--- config.mk ---
export PLATFORM = sky130hd
export DESIGN_NAME = draw_poly_flat
export DESIGN_NICKNAME = d
export VERILOG_FILES = /design/src/rtl/draw_poly_if.sv /design/src/rtl/draw_poly.sv /design/src/flat_wrapper.sv
export SDC_FILE = /design/constraint.sdc
export NUM_CORES = 1
export LEC_CHECK = 0
export BUFFER_PORTS_ARGS = -buffer_cell sky130_fd_sc_hd__buf_2
export CELL_PAD_IN_SITES_DETAIL_PLACEMENT = 0
export CELL_PAD_IN_SITES_GLOBAL_PLACEMENT = 2
export CORE_ASPECT_RATIO = 1.25
export CORE_UTILIZATION = 42
export DETAILED_ROUTE_END_ITERATION = 8
export GPL_TIMING_DRIVEN = 0
export PLACE_DENSITY_LB_ADDON = 0.1
export SYNTH_ARGS = -nofsm -noshare
export SYNTH_HDL_FRONTEND = slang
export SYNTH_SLANG_ARGS = --single-unit
--- constraint.sdc ---
create_clock -name clk -period 20.5 [get_ports clk]
set_input_delay 4.1 -clock clk [delete_from_list [all_inputs] [get_ports clk]]
set_output_delay 4.1 -clock clk [all_outputs]
set_load 0.1 [all_outputs]
--- src/rtl/draw_poly_if.sv ---
// Command/pixel bundle between the shape command logic, draw_poly and the framebuffer port.
// The master drives the polygon request; the slave (rasteriser) returns pixels and status.
interface draw_poly_if #(
    parameter int CORDW = 16,
    parameter int NV    = 8
);
    localparam int NW = $clog2(NV + 1);

    logic                    start;
    logic                    abort;
    logic                    oe;
    logic                    closed;
    logic [NW-1:0]           nv;
    logic [NV*CORDW-1:0]     vx;
    logic [NV*CORDW-1:0]     vy;
    logic signed [CORDW-1:0] x;
    logic signed [CORDW-1:0] y;
    logic                    drawing;
    logic                    busy;
    logic                    done;

    modport master (
        output start, abort, oe, closed, nv, vx, vy,
        input  x, y, drawing, busy, done
    );

    modport slave (
        input  start, abort, oe, closed, nv, vx, vy,
        output x, y, drawing, busy, done
    );
endinterface

--- src/rtl/draw_poly.sv ---
// Polygon/polyline rasteriser: walks up to NV vertices edge by edge with a Bresenham engine,
// emitting one pixel per enabled cycle and hiding the pixels shared between adjacent edges.
module draw_poly #(
    parameter int CORDW = 16,
    parameter int NV    = 8
) (
    input  logic        clk,
    input  logic        rst_n,
    draw_poly_if.slave  bus
);
    localparam int NW = $clog2(NV + 1);
    localparam int AW = (NV > 1) ? $clog2(NV) : 1;
    localparam int EW = CORDW + 2;

    typedef enum logic [1:0] {IDLE, INIT, DRAW} state_t;
    state_t state;

    logic signed [CORDW-1:0] vxa [NV];
    logic signed [CORDW-1:0] vya [NV];
    logic [NW-1:0]           n_r, e, last_e;
    logic                    close_edge, first;
    logic signed [CORDW-1:0] x, y, x1, y1;
    logic signed [CORDW:0]   dx, dy;
    logic signed [EW-1:0]    err;
    logic                    sx_neg, sy_neg, busy_r, done_r;

    // Request decode at start time: clamp vertex count and find the index of the final edge.
    logic [NW-1:0] n_in, last_in;
    always_comb begin
        n_in = (bus.nv > NW'(NV)) ? NW'(NV) : bus.nv;
        if (bus.closed && n_in >= NW'(3))
            last_in = n_in - NW'(1);
        else if (n_in >= NW'(2))
            last_in = n_in - NW'(2);
        else
            last_in = '0;
    end

    logic [NW-1:0]           e_end;
    logic signed [CORDW-1:0] ax0, ay0, ax1, ay1;
    logic signed [CORDW:0]   x0e, y0e, x1e, y1e, dx_i, dy_i;
    logic signed [EW-1:0]    err_i;
    always_comb begin
        e_end = (e + NW'(1) == n_r) ? '0 : e + NW'(1);
        ax0   = vxa[e[AW-1:0]];
        ay0   = vya[e[AW-1:0]];
        ax1   = vxa[e_end[AW-1:0]];
        ay1   = vya[e_end[AW-1:0]];
        x0e   = (CORDW+1)'(ax0);
        y0e   = (CORDW+1)'(ay0);
        x1e   = (CORDW+1)'(ax1);
        y1e   = (CORDW+1)'(ay1);
        dx_i  = (x1e >= x0e) ? x1e - x0e : x0e - x1e;
        dy_i  = (y1e >= y0e) ? y0e - y1e : y1e - y0e;
        err_i = EW'(dx_i) + EW'(dy_i);
    end

    logic signed [EW:0]   e2, dx_w, dy_w;
    logic signed [EW-1:0] err_n;
    logic                 step_x, step_y, at_end, suppressed;
    always_comb begin
        e2     = {err, 1'b0};
        dx_w   = (EW+1)'(dx);
        dy_w   = (EW+1)'(dy);
        step_x = (e2 >= dy_w);
        step_y = (e2 <= dx_w);
        err_n  = err + (step_x ? EW'(dy) : EW'(0)) + (step_y ? EW'(dx) : EW'(0));
        at_end = (x == x1) && (y == y1);
        // Shared vertices: later edges skip their start, the closing edge also skips its end.
        suppressed = (first && e != '0) || (close_edge && at_end);
    end

    always_ff @(posedge clk or negedge rst_n) begin
        if (!rst_n) begin
            state      <= IDLE;
            for (int i = 0; i < NV; i++) begin
                vxa[i] <= '0;
                vya[i] <= '0;
            end
            n_r        <= '0;
            e          <= '0;
            last_e     <= '0;
            close_edge <= 1'b0;
            first      <= 1'b0;
            x          <= '0;
            y          <= '0;
            x1         <= '0;
            y1         <= '0;
            dx         <= '0;
            dy         <= '0;
            err        <= '0;
            sx_neg     <= 1'b0;
            sy_neg     <= 1'b0;
            busy_r     <= 1'b0;
            done_r     <= 1'b0;
        end else begin
            done_r <= 1'b0;
            case (state)
                IDLE: begin
                    if (bus.start) begin
                        for (int i = 0; i < NV; i++) begin
                            vxa[i] <= bus.vx[i*CORDW +: CORDW];
                            vya[i] <= bus.vy[i*CORDW +: CORDW];
                        end
                        n_r    <= n_in;
                        last_e <= last_in;
                        e      <= '0;
                        if (n_in == '0) begin
                            done_r <= 1'b1;
                        end else begin
                            busy_r <= 1'b1;
                            state  <= INIT;
                        end
                    end
                end
                INIT: begin
                    if (bus.abort) begin
                        busy_r <= 1'b0;
                        state  <= IDLE;
                    end else if (bus.oe) begin
                        x          <= ax0;
                        y          <= ay0;
                        x1         <= ax1;
                        y1         <= ay1;
                        dx         <= dx_i;
                        dy         <= dy_i;
                        err        <= err_i;
                        sx_neg     <= (x1e < x0e);
                        sy_neg     <= (y1e < y0e);
                        close_edge <= (n_r >= NW'(3)) && (e_end == '0);
                        first      <= 1'b1;
                        state      <= DRAW;
                    end
                end
                DRAW: begin
                    if (bus.abort) begin
                        busy_r <= 1'b0;
                        state  <= IDLE;
                    end else if (bus.oe) begin
                        first <= 1'b0;
                        if (at_end) begin
                            if (e == last_e) begin
                                busy_r <= 1'b0;
                                done_r <= 1'b1;
                                state  <= IDLE;
                            end else begin
                                e     <= e + NW'(1);
                                state <= INIT;
                            end
                        end else begin
                            err <= err_n;
                            if (step_x) x <= sx_neg ? x - CORDW'(1) : x + CORDW'(1);
                            if (step_y) y <= sy_neg ? y - CORDW'(1) : y + CORDW'(1);
                        end
                    end
                end
                default: state <= IDLE;
            endcase
        end
    end

    assign bus.x       = x;
    assign bus.y       = y;
    assign bus.busy    = busy_r;
    assign bus.done    = done_r;
    assign bus.drawing = (state == DRAW) && bus.oe && !suppressed;
endmodule

--- src/flat_wrapper.sv ---
// flat-port wrapper written by rule: the top's interface ports become plain ports
module draw_poly_flat 
#(
    parameter int CORDW = 16,
    parameter int NV    = 8
)
  (clk, rst_n, bus_start, bus_abort, bus_oe, bus_closed, bus_nv, bus_vx, bus_vy, bus_x, bus_y, bus_drawing, bus_busy, bus_done);
  draw_poly_if #(.CORDW(CORDW), .NV(NV)) bus_i ();
  input  logic clk;
  input  logic rst_n;
  input wire logic [$bits(bus_i.start)-1:0] bus_start;
  input wire logic [$bits(bus_i.abort)-1:0] bus_abort;
  input wire logic [$bits(bus_i.oe)-1:0] bus_oe;
  input wire logic [$bits(bus_i.closed)-1:0] bus_closed;
  input wire logic [$bits(bus_i.nv)-1:0] bus_nv;
  input wire logic [$bits(bus_i.vx)-1:0] bus_vx;
  input wire logic [$bits(bus_i.vy)-1:0] bus_vy;
  output wire logic [$bits(bus_i.x)-1:0] bus_x;
  output wire logic [$bits(bus_i.y)-1:0] bus_y;
  output wire logic [$bits(bus_i.drawing)-1:0] bus_drawing;
  output wire logic [$bits(bus_i.busy)-1:0] bus_busy;
  output wire logic [$bits(bus_i.done)-1:0] bus_done;
  assign bus_i.start = bus_start;
  assign bus_i.abort = bus_abort;
  assign bus_i.oe = bus_oe;
  assign bus_i.closed = bus_closed;
  assign bus_i.nv = bus_nv;
  assign bus_i.vx = bus_vx;
  assign bus_i.vy = bus_vy;
  assign bus_x = bus_i.x;
  assign bus_y = bus_i.y;
  assign bus_drawing = bus_i.drawing;
  assign bus_busy = bus_i.busy;
  assign bus_done = bus_i.done;
  draw_poly #(.CORDW(CORDW), .NV(NV)) u_core (.clk(clk), .rst_n(rst_n), .bus(bus_i));
endmodule
# --- Word level (Yosys, flattened, before mapping) ---
# Index checks and enable logic that the tools add are counted.
word_totals:
  register_bits: 392
  latch_bits: 0
  mem_bits_rw: 0
  mem_bits_ro: 0
  inputBits: 266
  out_inout_bits: 35
  wordCells: 186
  memories: 0
op_classes:
  addsub: 14
  n_mul: 0
  n_div: 0
  magnitude_cmp: 12
  eq_ne: 22
  shifts: 0
  n_mux: 77
  n_bitwise: 3
  n_reduce_logical: 25
op_table:
  columns: ["op", "n"]
  rows:
  - ["$mux W16", 22]
  - ["$bmux W16 S3", 4]
  - ["$mux W18", 7]
  - ["$sub A16 B16 Y17", 4]
  - ["$pmux W16 S2", 2]
  - ["$add A18 B18 Y18", 2]
  - ["$mux W4", 9]
  - ["$pmux W18 S2", 1]
  - ["$mux W17", 2]
  - ["$add A16 B2 Y16 const B", 2]
  - ["$eq A16 B16 Y1", 2]
  - ["$ge A16 B16 Y1", 2]
  - ["$lt A16 B16 Y1", 2]
  - ["$sub A16 B2 Y16 const B", 2]
  - ["$reduce_and A7 Y1", 3]
  - ["$ge A19 B17 Y1", 1]
  - ["$le A19 B17 Y1", 1]
  - ["$add A17 B17 Y18", 1]
  - ["$mux W1", 18]
  - ["$ne A2 B2 Y1 const B", 9]
  - ["$mux W2", 7]
  - ["$ge A4 B2 Y1 const B", 3]
  - ["$reduce_and A6 Y1", 2]
  - ["$reduce_and A5 Y1", 2]
  - ["other kinds (27)", 43]

# --- Logic depth before layout (Yosys ltp) ---
# Gate-level depths: netlist (run 1).
depth:
  word_depth: 13
  depth_mapped: 37
  depth_no_buf: 31

# --- Worst setup path after synthesis (run 1) ---
# OpenSTA, ideal clock, no wires.
synth_timing:
  path_kind: "in2out"
  start: "input port bus_oe"
  end: "output port bus_drawing"
  arrival_ns: 6.395
  required_time_ns: 16.400
  slack_ns: 10.005
  stages: 2
  path_buffers: 0
  path_cell_list: "nand2_1 > a221oi_1"
synth_via:
  elab_chain_cells: 2
synth_rtl:
  columns: ["element", "line_no", "source"]
  rows:
  - ["start: declaration", "flat_wrapper.sv:13", "input wire logic [$bits(bus_i.oe)-1:0] bus_oe;"]
  - ["$logic_and A1 B1 Y1 (2 in a row)", "draw_poly.sv:166", "assign bus.drawing = (state == DRAW) && bus.oe && !suppressed;"]
  - ["end: declaration", "flat_wrapper.sv:20", "output wire logic [$bits(bus_i.drawing)-1:0] bus_drawing;"]
# Every way passes these cells.

# --- Final worst setup path (run 1) ---
layout_timing:
  start: "register u_core.e[1]"
  end: "register u_core.err[15]"
layout_via:
  elab_chain_cells: 13
  word_cells_on_any_way: 29
  classes_between: "add/sub: 6; order compare: 2; eq/ne: 1; mux: 18; bitwise: 2"
layout_rtl:
  columns: ["element", "line_no", "source"]
  rows:
  - ["start: declaration", "draw_poly.sv:20", "logic [NW-1:0] n_r, e, last_e;"]
  - ["start signal: assignment", "draw_poly.sv:147", "e <= e + NW'(1);"]
  - ["$add A4 B1 Y4 (*)", "draw_poly.sv:44", "e_end = (e + NW'(1) == n_r) ? '0 : e + NW'(1);"]
  - ["$eq A4 B4 Y1", "draw_poly.sv:44", null]
  - ["$mux W4 (*)", "draw_poly.sv:44", null]
  - ["$not A3 Y4 (not written as such) (*)", "draw_poly.sv:47", "ax1 = vxa[e_end[AW-1:0]];"]
  - ["$bmux W16 S3 (*)", "draw_poly.sv:47", null]
  - ["$mux W16 (not written as such) (*) (2 in a row)", "draw_poly.sv:47", null]
  - ["via u_core.ax1[1]", "draw_poly.sv:40", "logic signed [CORDW-1:0] ax0, ay0, ax1, ay1;"]
  - ["$sub A16 B16 Y17 or $ge A16 B16 Y1 (tied branches)", "draw_poly.sv:53", "dx_i = (x1e >= x0e) ? x1e - x0e : x0e - x1e;"]
  - ["$mux W17 (*)", "draw_poly.sv:53", null]
  - ["via u_core.dx_i[4]", "draw_poly.sv:41", "logic signed [CORDW:0] x0e, y0e, x1e, y1e, dx_i, dy_i;"]
  - ["$add A17 B17 Y18 (*)", "draw_poly.sv:55", "err_i = EW'(dx_i) + EW'(dy_i);"]
  - ["$mux W18 (*)", "draw_poly.sv:120", "end else if (bus.oe) begin"]
  - ["$mux W18 (*)", "draw_poly.sv:117", "if (bus.abort) begin"]
  - ["$pmux W18 S2 (*)", "draw_poly.sv:98", "case (state)"]
  - ["end signal: assignment", "draw_poly.sv:127", "err <= err_i;"]
  - ["end signal: assignment", "draw_poly.sv:151", "err <= err_n;"]
  - ["end: declaration", "draw_poly.sv:24", "logic signed [EW-1:0] err;"]
# Mark *: on every way through the listed nets, which the timed path passes. The rest lies on a longest branch. The select of a mux whose other input is x is not followed.
# A chain may end at the register's enable or synchronous reset.

==> results of run 1 <==
[flip-flops by register name, summed over array words and instances (netlist names)]
| register | count |
|---|---|
| u_core.sx_neg | 1 |
| u_core.state | 2 |
| u_core.e | 4 |
| u_core.vya | 128 |
| u_core.last_e | 4 |
| u_core.dx | 17 |
| u_core.x1 | 16 |
| u_core.first | 1 |
| u_core.n_r | 4 |
| u_core.sy_neg | 1 |
| u_core.bus.x | 16 |
| u_core.close_edge | 1 |
| u_core.bus.done | 1 |
| u_core.vxa | 128 |
| u_core.bus.busy | 1 |
| u_core.bus.y | 16 |
| u_core.err | 18 |
| u_core.dy | 17 |
| u_core.y1 | 16 |
[Yosys cell counts, drive strengths merged (32+ instances only)]
| library cell | count | area, um2 |
|---|---|---|
| a21oi | 163 | 831 |
| ha | 174 | 2180 |
| dfrtp | 392 | 9810 |
| o21ai | 168 | 845 |
| xnor2 | 49 | 437 |
| a21o | 44 | 330 |
| mux2i | 81 | 811 |
| clkbuf | 91 | 342 |
| mux2 | 285 | 3210 |
| mux4 | 96 | 2160 |
| xor2 | 65 | 569 |
| buf | 43 | 230 |
| nand2 | 208 | 781 |
| nand3 | 38 | 195 |
| inv | 203 | 762 |
| o22ai | 32 | 200 |
| nor2 | 125 | 477 |
| nor3 | 33 | 176 |
[kinds of logic (layout without fill, tap and decap cells)]
group | count (synthesis) | after routing | share of synthesized area
buf+inv | 337 | 717 | 0.0493
flops | 392 | 392 | 0.363
other cells | 0 | 2 | 0
mux | 462 | 462 | 0.229
xor+xnor | 115 | 115 | 0.0381
compound gates | 581 | 581 | 0.134
fa+ha+maj | 199 | 199 | 0.0990
simple gates | 519 | 519 | 0.0884
[path summary, 6_finish.rpt]
path | from | to | slack (ns) | cells after the start
worst max-delay path | u_core.e[1] | u_core.err[15] | 9.96 | 31
worst min-delay path | u_core.first | u_core.first | 0.48 | 1
worst max register to register | u_core.e[1] | u_core.err[15] | 9.96 | 31
worst min register to register | u_core.first | u_core.first | 0.48 | 1
max in group asynchronous | rst_n | u_core.vxa[123] | 15.44 | 3
min in group asynchronous | rst_n | u_core.vya[91] | 3.49 | 1
[worst max-delay path, delay by kind of cell, from the launching register on]
family / cells / cell delay, ns
XOR/XNOR: 1 / 0.15
AND/OR/NAND/NOR: 9 / 2.35
flip-flops: 1 / 0.35
adder cells (fa/ha/maj): 3 / 1.04
buffers and inverters: 6 / 2.46
multiplexers: 3 / 1.48
AO/OA/AOI/OAI: 9 / 2.59
[stage by stage]
step            util  worst slack, ns
2_1_floorplan      -            10.00
3_3_place_gp   0.467             7.22
3_5_place_dp   0.468            10.14
4_1_cts        0.492            10.08
5_1_grt        0.492             9.51
6_report       0.492             9.96
[metal layers]
metal,wire (um),up-vias,track usage
met3,5660,201,0.0510
met5,105,-,0
met2,50500,748,0.539
met4,5410,14,0.151
li1,-,10100,-
met1,40500,11100,0.376
[final cells by class]
cell class / count / area [um2]
inverter: 203 / 762
multi-input combinational: 1876 / 15900
timing repair buffer: 303 / 1590
buffer: 134 / 572
clock inverter: 15 / 239
sequential: 392 / 9810
tap: 840 / 1050
fill: 6055 / 32200
antenna: 2 / 5.00
clock buffer: 62 / 1270
==> summary.md, run 1 <==
| Metric | Value |
|---|---|
| Synth warnings | 0 |
| Gate Count Post-Synth | approximately 2,600 |
| Clock Skew | roughly 0.022 ns |
| Worst path arrival time | ~11 ns |
| Syn Std Cell Area | between 20,000 and 30,000 um2 |
| Placed cell area | between 20,000 and 30,000 um2 |
| Core box area | ~63,000 um2 |
| Synth async-reset ratio | 1.00 |
| Clk root buf | clkbuf_16 |
| Most common cell after layout, fill and taps aside | dfrtp_1 |
| Starting DRT DRC Count | about 1,600 |
| Post_cts resized | 0 |
| RSZ-0062 raised after global routing | no |
| Bufs on Longest Clock Path | 3 |
| Largest net degree at the start of global routing | 119 |
| Slew headroom | 0.0436 |
| Postcts setup bufs | 0 |
| Part of the Yosys area used for sequential elements | 0.363 |
| Routed WL | 102,000 um |
| Io pins | ~300 |
| DR vias | roughly 22,000 |
| Syn Area/Cell | 10.4 um2 |
| Synth cell types | 88 |
| Hold Crit Class | flip-flop to flip-flop |
| Drt drc | 0 |
| Dominant cell type by count on the critical path | ha_1 |
| Outcome | completed |
| WHS | 0.484 ns |
| Crit Path Class | flip-flop to flip-flop |
| Layout cells sized above 1 | 0.271 |
| CP Max Fanout | 10 |
| Final Cycle Share | 0.514 |
| Placed insts | about 3,700 |
| CTS Buf Count | 44 |
| CP Launch Type | flip-flop |
| Crit end category | flip-flop |
| #FFs+latches synth | about 390 |
| Net count after synthesis | between 3,000 and 4,000 |
| H-tree depth | 2 |
| Antenna Nets Post-Route | 0 |
| DR pass1 iterations | 5 |
| Post-Layout Cell Count | ~3,800 |
| Starting density of the core | 0.427 |
| Critical Path RT | approximately 21 ns |
| Final setup fails | 0 |
| Post-layout min period | around 11 ns |
| Rows | slightly above 100 |
| Die Footprint | between 60,000 and 70,000 um2 |
| Design area | roughly 31,000 um2 |
| Congestion Overflow GR | 0 |
| Most frequent cells in the layout | 392 x dfrtp_1, 324 x buf_2, 284 x mux2_2 |
| CP peak stage delay | about 0.7 ns |
| Clk sinks | roughly 390 |
| Number of flops mapped to enable cells by yosys | 0 |
| Mean routed wirelength per cell | 26.7 um |
| Final Wtd Congestion | 0.915 |
| Hold Buf Count CTS | 0 |
| Tot GR Track Use | 0.311 |
| Initial antenna violation count | 9 |
| Sum Neg Setup Slack | 0 ns |
| CTS tree | done |
| Die X-Extent | 229 um |
| First-pass GRT wire length | about 150,000 um |
| Max-cap viol count | 0 |
| Port Buf Inserts | 300 |
| Number of global-route vias before repair | roughly 23,000 |
| Worst Max-Slew Pin Slew | 1.43 ns |
| Ys flop type | dfrtp_1 |
| Area delta synth->final | 15.4% |
| Clock transition at path regs | approximately 0.06 ns |
| F_max | 0.0948 GHz |
| Max Slew Vio Count | 0 |
| Die height | 286 um |
| DPL Wire Length | about 80,000 um |
| Final hold vios | 0 |
| Slowest CP cell | clkbuf_1 |
| Clk Latency, worst-skew pair | around 0.6 ns |
| Nets@finish | about 3,400 |
| Via/cell ratio | around 5.8 |
Power of run 1 is not shown: default switching activity piles up to over one toggle a cycle in this logic, so the estimate is an artifact.
==> run 2: changes to the inputs <==
ABC_AREA = 1   (was unset)
CORE_UTILIZATION = 33   (was 42)
clock period = 10.3 ns   (was 20.5 ns; I/O delays follow)
==> summary.md, run 2 <==
| Metric | Value |
|---|---|
| Ys flop type | dfrtp_1 |
| Family with the most delay on the worst path | simple AND/OR/NAND/NOR gates |
| First-pass GRT wire length | ~220,000 um |
| Syn Area/Cell | roughly 6.5 um2 |
| Ranking of synthesized cells by area | dfrtp_1 32%, nand2_1 24%, nand3_1 8.1%, ha_1 7.2%, inv_1 5.6% |
| DR pass1 iterations | 6 |
| Die Footprint | 93,100 um2 |
| Sum Neg Setup Slack | 0 ns |
| Part of the Yosys area used for sequential elements | 0.324 |
| Antenna Nets Post-Route | 0 |
| Clock Skew | 0.0287 ns |
| Dominant cell type by count on the critical path | nand2_1 |
| Mean routed wirelength per cell | ~24 um |
| Placed cell area | 33,400 um2 |
| Most common cell after layout, fill and taps aside | nand2_1 |
| Synth top area share | 0.324 |
| Die X-Extent | approximately 270 um |
| Number of flops mapped to enable cells by yosys | 0 |
| Post-Layout Cell Count | about 6,300 |
| Max Slew Vio Count | 0 |
| Slew headroom | 0.211 |
| CP peak stage delay | around 0.47 ns |
| Largest net degree at the start of global routing | 89 |
| Io pins | about 300 |
| Clk root buf | clkbuf_16 |
| Count leader, synth | nand2_1 |
| Synth warnings | 0 |
| Final Cycle Share | 0.797 |
| Outcome | completed |
| Placed insts | a little over 6,000 |
| Hold Crit Class | flip-flop to flip-flop |
| Max-cap viol count | 0 |
| Post_cts resized | 0 |
| Clk sinks | around 390 |
| Nets@finish | between 5,000 and 6,000 |
| Gate Count Post-Synth | approximately 4,700 |
| Congestion Overflow GR | 0 |
| Final setup fails | 0 |
| Hold Buf Count CTS | 0 |
| Synth async-reset ratio | 1.00 |
| Number of global-route vias before repair | roughly 32,000 |
| WHS | between 0.4 and 0.5 ns |
| Drt drc | 0 |
| Synth cell types | 49 |
| DPL Wire Length | ~130,000 um |
| Crit end category | flip-flop |
| H-tree depth | 2 |
| R2r setup slk | around 2.1 ns |
| Worst path arrival time | 8.73 ns |
| Final Wtd Congestion | between 0.9 and 1 |
| Routed WL | ~150,000 um |
| #FFs+latches synth | between 300 and 400 |
| Syn Std Cell Area | approximately 30,000 um2 |
| Final-layout fill cell count | between 10,000 and 15,000 |
| F_max | about 0.12 GHz |
| Core box area | ~90,000 um2 |
| Worst Max-Slew Pin Slew | between 1 and 1.5 ns |
| Critical Path RT | 10.82 ns |
| Starting DRT DRC Count | 2,429 |
| Crit Path Class | flip-flop to flip-flop |
| Area delta synth->final | 15.9% |
| Postcts setup bufs | 0 |
| CP Max Fanout | 10 |
| Die height | roughly 340 um |
| Post-layout min period | 8.21 ns |
| Layout cells sized above 1 | 0.100 |
| Regs by FF count | u_core.vxa: 128 flops, u_core.vya: 128 flops, u_core.err: 18 flops |
| Bufs on Longest Clock Path | 3 |
| Starting density of the core | 0.335 |
| Net count after synthesis | 5,152 |
| Port Buf Inserts | 300 |
| Initial antenna violation count | 0 |
| Clock transition at path regs | about 0.07 ns |
| Final hold vios | 0 |
| Bufs and invs on worst path | 10 |
| Most frequent cells after synthesis | 1,915 x nand2_1, 489 x nand3_1, 452 x inv_1 |
| Clk Latency, worst-skew pair | around 0.63 ns |
| Most frequent cells in the layout | 1,915 x nand2_1, 489 x nand3_1, 452 x inv_1 |
| Slowest CP cell | dfrtp_1 |
| Via/cell ratio | 5.17 |
| CTS Buf Count | 49 |
| Synth area leader | dfrtp_1 |
| DR vias | roughly 32,000 |
| CTS tree | done |
| Design area | around 35,000 um2 |
| Rows | between 100 and 150 |
| CP Launch Type | flip-flop |
| RSZ-0062 raised after global routing | no |
| Tot GR Track Use | 0.329 |
## run 2: final timing paths
kind	startpoint	end	cells after the start
min reg2reg	u_core.bus.busy	u_core.bus.busy	2
min in group asynchronous	rst_n	u_core.vxa[106]	1
max reg2reg	u_core.e[1]	u_core.err[15]	38
max	u_core.e[1]	u_core.err[15]	38
min	u_core.bus.busy	u_core.bus.busy	2
max in group asynchronous	rst_n	u_core.bus.y[12]	3
## run 2: worst min-delay path: cells and delay by family (launching register included)
kind | cells | cell delay (ns)
flip-flops | 1 | 0.34
AND/OR/NAND/NOR | 2 | 0.10
## run 2: logic make-up after synthesis
group,synth area share
buffers and inverters,0.0920
multiplexers,0.000371
AND/OR/NAND/NOR,0.370
AO/OA/AOI/OAI,0.104
XOR/XNOR,0.0225
flip-flops,0.324
adder cells (fa/ha/maj),0.0883
## run 2: stage by stage
| stage | setup WS, ns | utilization |
|---|---|---|
| after detailed placement | 2.21 | 0.369 |
| after global routing | 1.62 | 0.388 |
| after global placement | -1.45 | 0.368 |
| after floorplan | 4.72 | - |
| final | 2.09 | 0.388 |
| after CTS | 2.16 | 0.388 |
## run 2: metal layers
metal	vias to the layer above	GRT usage	wire, um
li1	15600	-	-
met1	15500	0.399	62400
met2	1048	0.576	75700
met3	280	0.0311	6510
met5	-	0	0
met4	0	0.166	8960
## run 2: area by class of cell
cell class | instances | area [um2] | area share
plain buffers | 219 | 1060 | 0.0301
flip-flops and latches | 392 | 9810 | 0.279
clock inverters | 27 | 335 | 0.00954
well taps | 1187 | 1490 | 0.0423
multi-input cells | 3615 | 17700 | 0.504
inverters | 461 | 1730 | 0.0493
clock buffers | 63 | 1370 | 0.0390
diodes | 1 | 2.50 | 0.0000712
repair buffers | 304 | 1620 | 0.0462
Power of run 2 is left out for the same reason.
